==> config.mk <==
export PLATFORM = sky130hd
export DESIGN_NAME = fetch_stage_flat
export DESIGN_NICKNAME = d
export VERILOG_FILES = /design/src/rtl/pipe_pkg.sv /design/src/rtl/fetch_stage_if.sv /design/src/rtl/next_pc_gen.sv /design/src/rtl/fetch_stage.sv /design/src/flat_wrapper.sv
export SDC_FILE = /design/constraint.sdc
export NUM_CORES = 1
export LEC_CHECK = 0
export ABC_AREA = 1
export CORE_ASPECT_RATIO = 0.9
export CORE_MARGIN = 8
export CORE_UTILIZATION = 54
export DETAILED_ROUTE_END_ITERATION = 8
export PLACE_DENSITY = 0.88
export SLEW_MARGIN = 20
export SYNTH_ARGS = -nofsm -noshare
export SYNTH_HDL_FRONTEND = slang
export SYNTH_HIERARCHICAL = 1
export SYNTH_SLANG_ARGS = --single-unit
==> constraint.sdc <==
create_clock -name clk -period 2.6 [get_ports clk]
set_input_delay 0.26 -clock clk [delete_from_list [all_inputs] [get_ports clk]]
set_output_delay 0.26 -clock clk [all_outputs]
set_load 0.01 [all_outputs]
==> src/rtl/pipe_pkg.sv <==
// Shared pipeline types: PCSrc encodings, NOP word, fetch FSM states and IF/ID payload.
package pipe_pkg;

  localparam int unsigned XLEN    = 32;
  localparam int unsigned PCSRC_W = 3;

  // Encodings also used by the decode controller when it drives PCSrc
  typedef enum logic [PCSRC_W-1:0] {
    PC_SEQ = 3'd0,
    PC_BR  = 3'd1,
    PC_J   = 3'd2,
    PC_JAL = 3'd3,
    PC_JR  = 3'd4
  } pcsrc_e;

  localparam logic [XLEN-1:0] NOP_WORD = 32'h0000_0000;

  typedef enum logic [1:0] {
    BOOT,
    FETCH,
    WAIT
  } fetch_state_e;

  typedef struct packed {
    logic [XLEN-1:0] inst;
    logic [XLEN-1:0] pc4;
    logic            valid;
  } if_id_t;

endpackage

==> src/rtl/fetch_stage_if.sv <==
// Instruction-memory request/response bus between the fetch stage and imem.
interface fetch_stage_if;
  import pipe_pkg::*;

  logic [XLEN-1:0] imem_addr;
  logic            imem_req;
  logic [XLEN-1:0] imem_rdata;
  logic            imem_ready;

  modport master (output imem_addr, imem_req, input imem_rdata, imem_ready);
  modport slave  (input imem_addr, imem_req, output imem_rdata, imem_ready);

endinterface

==> src/rtl/next_pc_gen.sv <==
// Combinational redirect target and redirect qualifier from decode's PCSrc and IF/ID contents.
module next_pc_gen
  import pipe_pkg::*;
(
  input  logic [PCSRC_W-1:0] pcsrc_i,
  input  logic               stall_i,
  input  logic [25:0]        inst_i,
  input  logic [XLEN-1:0]    pc4_i,
  input  logic [XLEN-1:0]    jr_target_i,
  output logic [XLEN-1:0]    target_c_o,
  output logic               redirect_c_o
);

  logic take_c;

  always_comb begin
    target_c_o = pc4_i;
    take_c     = 1'b0;
    case (pcsrc_i)
      PC_BR: begin
        target_c_o = pc4_i + {{14{inst_i[15]}}, inst_i[15:0], 2'b00};
        take_c     = 1'b1;
      end
      PC_J, PC_JAL: begin
        target_c_o = {pc4_i[31:28], inst_i, 2'b00};
        take_c     = 1'b1;
      end
      PC_JR: begin
        target_c_o = jr_target_i;
        take_c     = 1'b1;
      end
      default: ;
    endcase
    // Stall wins: decode re-presents the redirect once the stall clears
    redirect_c_o = take_c & ~stall_i;
  end

endmodule

==> src/rtl/fetch_stage.sv <==
// Instruction fetch with IF/ID register, imem wait states, redirects and load-use stall.
// Define DELAY_SLOT_EN to keep the word after a control transfer (MIPS delay slot).
module fetch_stage
  import pipe_pkg::*;
#(
  parameter logic [XLEN-1:0] RESET_PC = 32'h0000_3000,
  parameter logic [XLEN-1:0] NOP_INST = NOP_WORD
) (
  input  logic                clk,
  input  logic                rst_n,
  input  logic                stall,
  input  logic [PCSRC_W-1:0]  PCSrc,
  input  logic [XLEN-1:0]     jr_target,
  fetch_stage_if.master       imem,
  output logic [XLEN-1:0]     IF_ID_Inst,
  output logic [XLEN-1:0]     IF_ID_PC4,
  output logic                IF_ID_valid
);

`ifdef DELAY_SLOT_EN
  localparam bit DelaySlot = 1'b1;
`else
  localparam bit DelaySlot = 1'b0;
`endif

  localparam if_id_t BUBBLE = '{inst: NOP_INST, pc4: '0, valid: 1'b0};

  fetch_state_e    state_q;
  logic [XLEN-1:0] pc_q;
  logic [XLEN-1:0] tgt_q;
  logic            req_q;
  logic            squash_q;
  logic            redir_pending_q;
  if_id_t          if_id_q;

  logic [XLEN-1:0] target_c;
  logic            redirect_c;
  logic [XLEN-1:0] pc_plus4_c;
  logic            keep_c;

  next_pc_gen u_next_pc_gen (
    .pcsrc_i      (PCSrc),
    .stall_i      (stall),
    .inst_i       (if_id_q.inst[25:0]),
    .pc4_i        (if_id_q.pc4),
    .jr_target_i  (jr_target),
    .target_c_o   (target_c),
    .redirect_c_o (redirect_c)
  );

  assign pc_plus4_c = pc_q + XLEN'(4);

  // Returned word enters IF/ID: not stalled, not wrong-path, and not flushed by a redirect
  assign keep_c = imem.imem_ready & ~stall & ~squash_q & (DelaySlot | ~redirect_c);

  always_ff @(posedge clk or negedge rst_n) begin
    if (!rst_n) begin
      state_q         <= BOOT;
      pc_q            <= RESET_PC;
      tgt_q           <= '0;
      req_q           <= 1'b0;
      squash_q        <= 1'b0;
      redir_pending_q <= 1'b0;
      if_id_q         <= BUBBLE;
    end else begin
      case (state_q)
        BOOT: begin
          state_q <= FETCH;
          req_q   <= 1'b1;
        end
        FETCH, WAIT: begin
          if (imem.imem_ready) begin
            state_q  <= FETCH;
            squash_q <= 1'b0;
            if (keep_c) begin
              if_id_q         <= '{inst: imem.imem_rdata, pc4: pc_plus4_c, valid: 1'b1};
              redir_pending_q <= 1'b0;
            end else if (!stall) begin
              if_id_q <= BUBBLE;
            end
            // A wrong-path response retires even under stall; a delay-slot target waits for its word
            if (redirect_c) begin
              pc_q <= target_c;
            end else if (squash_q || (redir_pending_q && !stall)) begin
              pc_q <= tgt_q;
            end else if (!stall) begin
              pc_q <= pc_plus4_c;
            end
          end else begin
            state_q <= WAIT;
            if (!stall) begin
              if_id_q <= BUBBLE;
            end
            // Address must stay put while the request is outstanding; remember where to go next
            if (redirect_c) begin
              tgt_q <= target_c;
              if (DelaySlot) begin
                redir_pending_q <= 1'b1;
              end else begin
                squash_q <= 1'b1;
              end
            end
          end
        end
        default: state_q <= BOOT;
      endcase
    end
  end

  assign imem.imem_addr = pc_q;
  assign imem.imem_req  = req_q;
  assign IF_ID_Inst     = if_id_q.inst;
  assign IF_ID_PC4      = if_id_q.pc4;
  assign IF_ID_valid    = if_id_q.valid;

endmodule

==> src/flat_wrapper.sv <==
// flat-port wrapper written by rule: the top's interface ports become plain ports
module fetch_stage_flat import pipe_pkg::*;
#(
  parameter logic [XLEN-1:0] RESET_PC = 32'h0000_3000,
  parameter logic [XLEN-1:0] NOP_INST = NOP_WORD
)
  (clk, rst_n, stall, PCSrc, jr_target, IF_ID_Inst, IF_ID_PC4, IF_ID_valid, imem_imem_addr, imem_imem_req, imem_imem_rdata, imem_imem_ready);
  fetch_stage_if imem_i ();
  input  logic clk;
  input  logic rst_n;
  input  logic stall;
  input  logic [PCSRC_W-1:0] PCSrc;
  input  logic [XLEN-1:0] jr_target;
  output logic [XLEN-1:0] IF_ID_Inst;
  output logic [XLEN-1:0] IF_ID_PC4;
  output logic IF_ID_valid;
  output wire logic [$bits(imem_i.imem_addr)-1:0] imem_imem_addr;
  output wire logic [$bits(imem_i.imem_req)-1:0] imem_imem_req;
  input wire logic [$bits(imem_i.imem_rdata)-1:0] imem_imem_rdata;
  input wire logic [$bits(imem_i.imem_ready)-1:0] imem_imem_ready;
  assign imem_imem_addr = imem_i.imem_addr;
  assign imem_imem_req = imem_i.imem_req;
  assign imem_i.imem_rdata = imem_imem_rdata;
  assign imem_i.imem_ready = imem_imem_ready;
  fetch_stage #(.RESET_PC(RESET_PC), .NOP_INST(NOP_INST)) u_core (.clk(clk), .rst_n(rst_n), .stall(stall), .PCSrc(PCSrc), .jr_target(jr_target), .imem(imem_i), .IF_ID_Inst(IF_ID_Inst), .IF_ID_PC4(IF_ID_PC4), .IF_ID_valid(IF_ID_valid));
endmodule
==> results summary, run 1 <==
The maximum clock rate is 0.389 GHz. Max-cap violations in this run came to 0. Adding up every negative setup slack in the final design gives 0 ns. Between clock sinks in the finished design, the worst skew comes to 0.00974 ns. The number of antenna repair diodes is 0.

Hold is met by 0.428 ns. The number of nets in the final layout came out at 1608. In this run the tightest slew margin relative to its limit is 0.496. Setup repair after global routing could not meet its margin everywhere.

The core area is 16700 um^2. The path type of the worst min-delay path is primary input to flip-flop. The via count of the routed design came out at 10400. The worst-case vdd ir drop came out at 0.799 mV.

The total cell area at the placement stage came out at 11300 um^2. The max-slew violation count is 0. The number of nets handed over by synthesis was 1402. The worst setup slack before clock tree synthesis came out at -0.0654 ns. The number of instances in the synthesized netlist is 1298.

TritonCTS built the clock tree. The post-synthesis async set-or-reset flop share came out at 1.00. The cell area power density came out at 1170 nW/um^2. The flow ran to the end, and the final reports show no timing, DRC or antenna violations. Setup violations remaining at the end of the flow were counted as 0.

The hold violation count in the final report is 0. The number of buffer cells added on primary ports is 168. Once detail routing completed, the nets flagged for antenna violations numbered 0. Along the worst path, the maximum fanout reaches 6. In this run, placement finished with an instance count of 1690. The combined area of all synthesized cells came out at 9080 um^2. The number of ports placed on the die boundary came out at 169.

The area of the die came out at 21200 um^2. Clock tree synthesis selected as its root buffer the cell clkbuf_16. The remaining global-route overflow is 0. The initial core utilization came out at 0.545.

The final critical-path share of the clock period came out at 0.989. The number of standard cells in the layout, taps in and fillers out came out at 1728. The Yosys warning count is 6. The overall routing resource usage is 0.316. At the end of routability-driven placement, the weighted congestion stood at 0.978. The die height came out at 139 um.

The largest net degree at the start of global routing is 76. The clock latency reported for the late side of the worst-skew pair is 0.43 ns. The summed area of non-filler cells in the final layout came out at 12300 um^2. STA classifies the critical path endpoint as a flip-flop.

The worst setup margin came out at 0.0274 ns. The number of fillers in the final layout came out at 1234. The average instance in the mapped netlist occupies 7.00 um^2. The measured slew at the worst slew-check pin came out at 0.755 ns. Counting distinct cell types in the post-synthesis netlist gives 49. The arrival time reported for the critical path endpoint came out at 2.91 ns. At the worst endpoint, the required time is 2.94 ns.

The time the worst path needs with I/O delays and setup is 2.57 ns. The worst setup path is launched from a flip-flop. The fraction of layout cells with a size suffix above 1 came out at 0.148. The layout overhead on the synthesized area is 35.4%. The clock transition at the register clock pins on the worst setup and hold paths after CTS came out at 0.06 ns. Dividing the detail-routed via count by the number of cells gives 6.02. The routed length per placed instance came out at 20.4 um. The wire length of the first global-routing pass came out at 53.5 mm. In this run, the number of DRC markers left after iteration 0 of detailed routing was 1306.

In the synthesized netlist the dominant register cell turns out to be dfrtp_1. The clock tree buffer depth came out at 2. The TritonCTS buffer count is 17. The analysis attributes to cell leakage a power of 5.86 nW. The number of antenna violations at the first check in global routing was 0. The total wire length after detailed routing is 35.2 mm. The sum of internal, switching and leakage power came out at 14.4 mW.

Before antenna repair, the detailed router went through 8 iterations. The sequential share of the synthesized area is 0.367. The H-tree depth is 4. The final cell utilization of the core is 0.738. The register bit count reported by yosys is 133. By startpoint and endpoint, the worst setup path is classified as flip-flop to flip-flop. The via count of the first global-routing pass is 10000.

The overall die width came out at 153 um. Counting flops with a built-in enable in the synthesized netlist gives 0. The count of unresolved DRC violations after routing is 0.

The HPWL reported at the end of detailed placement is 24.9 mm. The clock drives 133 sinks. The initialized floorplan defines 45 standard-cell rows.
## report_power, final
group	internal, mW	switching (mW)
logic	3.51	4.47
clock network	1.50	0.969
registers	2.97	1.01
## synthesized netlist by cell type, types with 17 or more instances
cell,count,area [um^2]
inv_1,138,518
nand2_1,414,1550
a22o_1,49,429
clkbuf_1,20,75.1
ha_1,32,400
o21ai_1,21,105
o22ai_1,21,131
a21oi_1,43,215
nand3_1,73,365
nand4_1,17,106
nor2_1,132,495
dfrtp_1,131,3280
o21ai_0,65,325
## cell families after synthesis
group | after synthesis | share of synthesized area
AND/OR/NAND/NOR | 688 | 0.324
AO/OA/AOI/OAI | 239 | 0.169
buffers and inverters | 199 | 0.0874
flip-flops | 133 | 0.367
adder cells (fa/ha/maj) | 33 | 0.0463
XOR/XNOR | 6 | 0.00579
## sequential cells by signal (all words and copies together), names as in the netlist
register	cells
u_core/IF_ID_Inst	32
u_core/imem.imem_req	1
u_core/IF_ID_valid	1
u_core/squash_q	1
u_core/IF_ID_PC4	32
u_core/tgt_q	32
u_core/state_q	2
u_core/imem.imem_addr	32
## cell usage in the layout (no fill, tap or decap), types with 3 or more instances in the layout
master           count
nor2_4              10
nand4_1             17
nor2_2              23
buf_12               7
clkbuf_8             3
clkdlybuf4s50_1    167
o21bai_1             5
inv_2               16
buf_4               55
xnor2_1              4
o21ai_2              4
o22ai_1             21
clkbuf_16           17
a22oi_1              5
nand3b_1             5
or2_2                7
a22o_1              49
nand3_2              8
ha_4                14
ha_1                14
nand3_1             68
ha_2                 4
nor2_1             117
nand2_2             17
a21oi_1             37
nand2_1            404
inv_1              137
dfrtp_1            130
a21oi_2             17
o21ai_1             20
nor3_1               4
a21boi_0             6
inv_6                3
o21ai_0             65
## layout make-up
cell class | count | area [um^2] | area share
Clock buffer | 22 | 474 | 0.0386
Sequential cell | 133 | 3330 | 0.271
Multi-Input combinational cell | 966 | 5270 | 0.428
Inverter | 154 | 578 | 0.0470
Tap cell | 211 | 264 | 0.0215
Timing Repair Buffer | 232 | 2260 | 0.184
Clock inverter | 10 | 120 | 0.00977
## metal layers
| layer | GRT usage | part of all wire | vias to the layer above |
|---|---|---|---|
| li1 | - | - | 4640 |
| met1 | 0.383 | 0.38 | 4861 |
| met2 | 0.518 | 0.46 | 747 |
| met3 | 0.0710 | 0.11 | 152 |
| met4 | 0.163 | 0.053 | 0 |
| met5 | 0 | 0 | - |
## final timing paths
| kind | slack, ns | to | start | cells past startpoint |
|---|---|---|---|---|
| max | 0.03 | u_core/imem.imem_addr[11] | u_core/IF_ID_PC4[4] | 14 |
| min | 0.43 | u_core/IF_ID_Inst[15] | imem_imem_rdata[15] | 2 |
| max reg2reg | 0.03 | u_core/imem.imem_addr[11] | u_core/IF_ID_PC4[4] | 14 |
| min reg2reg | 0.49 | u_core/imem.imem_req | u_core/imem.imem_req | 1 |
| max in group asynchronous | 1.41 | u_core/IF_ID_Inst[3] | rst_n | 3 |
| min in group asynchronous | 0.45 | u_core/IF_ID_Inst[15] | rst_n | 2 |
## timing repair
| item | CTS | global route |
|---|---|---|
| endpoints found under the hold margin | 72 | 0 |
| gates resized for setup | 0 | 64 |
| buffers inserted | 0 | 5 |
| endpoints found under the setup margin | 0 | 26 |
| hold buffers | 1 | 0 |
## critical path, cell delays in order (launching register included)
cell and delay (ns):
dfrtp_1 0.42, ha_2 0.34, nand2_1 0.12, nand2_1 0.06, a21oi_1 0.21, nand2_2 0.14, nand2_1 0.10, nand2_1 0.13
a21boi_1 0.20, o21ai_0 0.12, nand3b_1 0.15, nand2_1 0.11, o21ai_0 0.12, nor2_1 0.09, a22oi_1 0.17
Note: power is estimated with default switching activity, not from simulation.
==> run 2, diff against run 1 <==
==> constraint.sdc (replaced) <==
create_clock -name clk -period 2.7 [get_ports clk]
set_input_delay 0.27 -clock clk [delete_from_list [all_inputs] [get_ports clk]]
set_output_delay 0.27 -clock clk [all_outputs]
set_load 0.01 [all_outputs]
==> results summary, run 2 (same netlist as run 1, synthesis figures left out) <==
The via count of the first global-routing pass is 9962. Clock skew on the completed layout was measured at 0.00786 ns. The die height came out at 139 um. The combinational share of power came out at 0.541. The placed cell count came out at 1677. The relative max-transition margin is 0.502. The remaining global-route overflow is 0. The proportion of power drawn by flip-flops and latches is 0.290. The mean number of vias per cell is 5.86. The biggest fanout along the worst timing path came out at 5. TritonCTS built the clock tree. The routed length per placed instance came out at 19.3 um. The number of nets in the final layout is 1592.

The number of antenna repair diodes came out at 0. The maximum clock rate is 0.385 GHz. The worst setup path is of the flip-flop to flip-flop kind.

The worst-case vdd ir drop came out at 1.01 mV. The cell count of the worst reg-to-reg path is 15. The detailed router finished its first iteration with 1146 violations.

The overall routing resource usage came out at 0.311. The count of unresolved DRC violations after routing came out at 0. The min-delay analysis places its worst path in the category primary input to async pin. Of the total power, the share spent switching nets is 0.449. The layout overhead on the synthesized area is 30.8%. The TritonCTS buffer count is 17.

Setup slack closes at 0.102 ns. The area of the die is 21200 um^2. The number of antenna violations at the first check in global routing was 0. The data required time of the worst path is 3.05 ns. The core area is 16700 um^2. The number of buffer cells added on primary ports is 168. The detail route stage leaves a number of antenna-violating nets equal to 0. The total number of clock tree sinks came out at 133. The number of standard cells in the layout, taps in and fillers out is 1712. The HPWL reported at the end of detailed placement is 24.6 mm. The congestion estimate from routability-driven global placement came to 0.963. The worst hold-check slack came out at 0.396 ns. Before CTS, the worst setup slack after placement is 0.0151 ns. The fraction of power consumed by the clock network came out at 0.169. For the pin with the worst max-slew slack, the measured transition is 0.745 ns.

For the worst setup path, the data arrival time is 2.95 ns. The cell area power density is 1110 nW/um^2. The initial core utilization is 0.545.

The max-slew violation count came out at 0. Entering global routing, the biggest net connects 65 pins. The fraction of layout cells with a size suffix above 1 is 0.114.

In the layout the commonest cells are 412 x nand2_1, 167 x clkdlybuf4s50_1, 137 x inv_1. The floorplan has 45 rows. The leakage power total came out at 5.75 nW. The detailed-routing iteration count for the pre-antenna-repair pass is 5. The max capacitance violation total is 0. Clock latency on the worst-skew pair, taken at its later pin, is 0.43 ns.

The flow ran to the end, and the final reports show no timing, DRC or antenna violations. The wire length of the first global-routing pass came out at 52.8 mm. The internal cell power came out at 7.24 mW. The critical path capture point type is a flip-flop.

Setup violations remaining at the end of the flow were counted as 0. STA classifies the critical path startpoint as a flip-flop. Leaving out fill and tap cells, the most frequent cell in the layout is nand2_1. Pin placement for this block handled 169 I/O pins.

The die is 153 um wide. The H-tree depth is 4. Setup repair after global routing could not meet its margin everywhere. The time the worst path needs with I/O delays and setup is 2.60 ns.

The routed design has 33.1 mm of wire. The power spent charging and discharging nets came out at 5.91 mW. The hold violation count in the final report is 0. Counting along the longest clock path gives a buffer depth of 2. The clock transition at the register clock pins on the worst setup and hold paths after CTS came out at 0.06 ns. The via count of the routed design is 10000. Dividing the final minimum period by the clock period gives 0.962. In this run the clock root is driven by a clkbuf_16.
## run 2: cell count changes in the layout (fill, tap and decap cells not counted), moves of 8 or more
cell / previous run / this run
ha_1: 14 / 25
nand2_2: 17 / 9
ha_4: 14 / 1
nor2_2: 23 / 13
nor2_1: 117 / 127
buf_4: 55 / 41
nand2_1: 404 / 412
## run 2: worst paths after layout
kind / slack [ns] / endpoint / from
hold / removal: 0.40 / u_core/IF_ID_Inst[17] / rst_n
setup / recovery: 0.10 / u_core/imem.imem_addr[12] / u_core/IF_ID_Inst[0]
max in group asynchronous: 1.55 / u_core/imem.imem_addr[12] / rst_n
hold reg to reg: 0.47 / u_core/imem.imem_req / u_core/imem.imem_req
setup reg to reg: 0.10 / u_core/imem.imem_addr[12] / u_core/IF_ID_Inst[0]
min in group clk: 0.44 / u_core/IF_ID_Inst[8] / imem_imem_rdata[8]
## run 2: layout make-up
type                    instances  area, um^2
multi-input cells             966        5020
fillers                      1349        4790
flip-flops and latches        133        3330
repair buffers                216        2120
inverters                     154         578
clock buffers                  19         453
well taps                     211         264
clock inverters                13         109
## run 2: per-layer routing
layer	track usage	part of all wire
met5	0	0
met4	0.183	0.054
met3	0.0785	0.10
met2	0.490	0.45
met1	0.382	0.39
## run 2: timing repair
action                                  CTS  global route
endpoints found under the setup margin    0            17
hold endpoints to repair                 60             0
hold buffers                              1             0
resized for setup                         0            16
buffers inserted                          0             2
## run 2: power by group through the flow
stage	Clock [mW]	Sequential, mW	Combinational, mW
global route	2.33	3.92	7.73
global placement	0	3.76	6.71
floorplan	0	3.86	3.69
detailed placement	0	3.79	6.87
finish	2.23	3.81	7.12
CTS	2.25	3.78	6.95
## run 2: per-stage QoR
| step | util | setup TNS, ns | cell area, um^2 | power (mW) |
|---|---|---|---|---|
| floorplan | - | 0 | 9080 | 7.55 |
| global placement | 0.674 | 0 | 11200 | 10.5 |
| detailed placement | 0.674 | 0 | 11200 | 10.7 |
| CTS | 0.708 | 0 | 11800 | 13.0 |
| global route | 0.713 | -0.0106 | 11900 | 14.0 |
| finish | 0.713 | 0 | 11900 | 13.2 |
## run 2: worst max-delay path, stage by stage (launching register included)
cell	delay (ns)
dfrtp_1	0.42
ha_2	0.25
fa_2	0.39
nand3_1	0.12
nand2_2	0.11
nand2_2	0.08
nand2_2	0.09
nand2_1	0.09
nand2_2	0.09
or2_2	0.29
nand3_1	0.09
o21ai_1	0.09
nand2_1	0.10
o21ai_0	0.11
nor2_1	0.13
a22oi_1	0.08
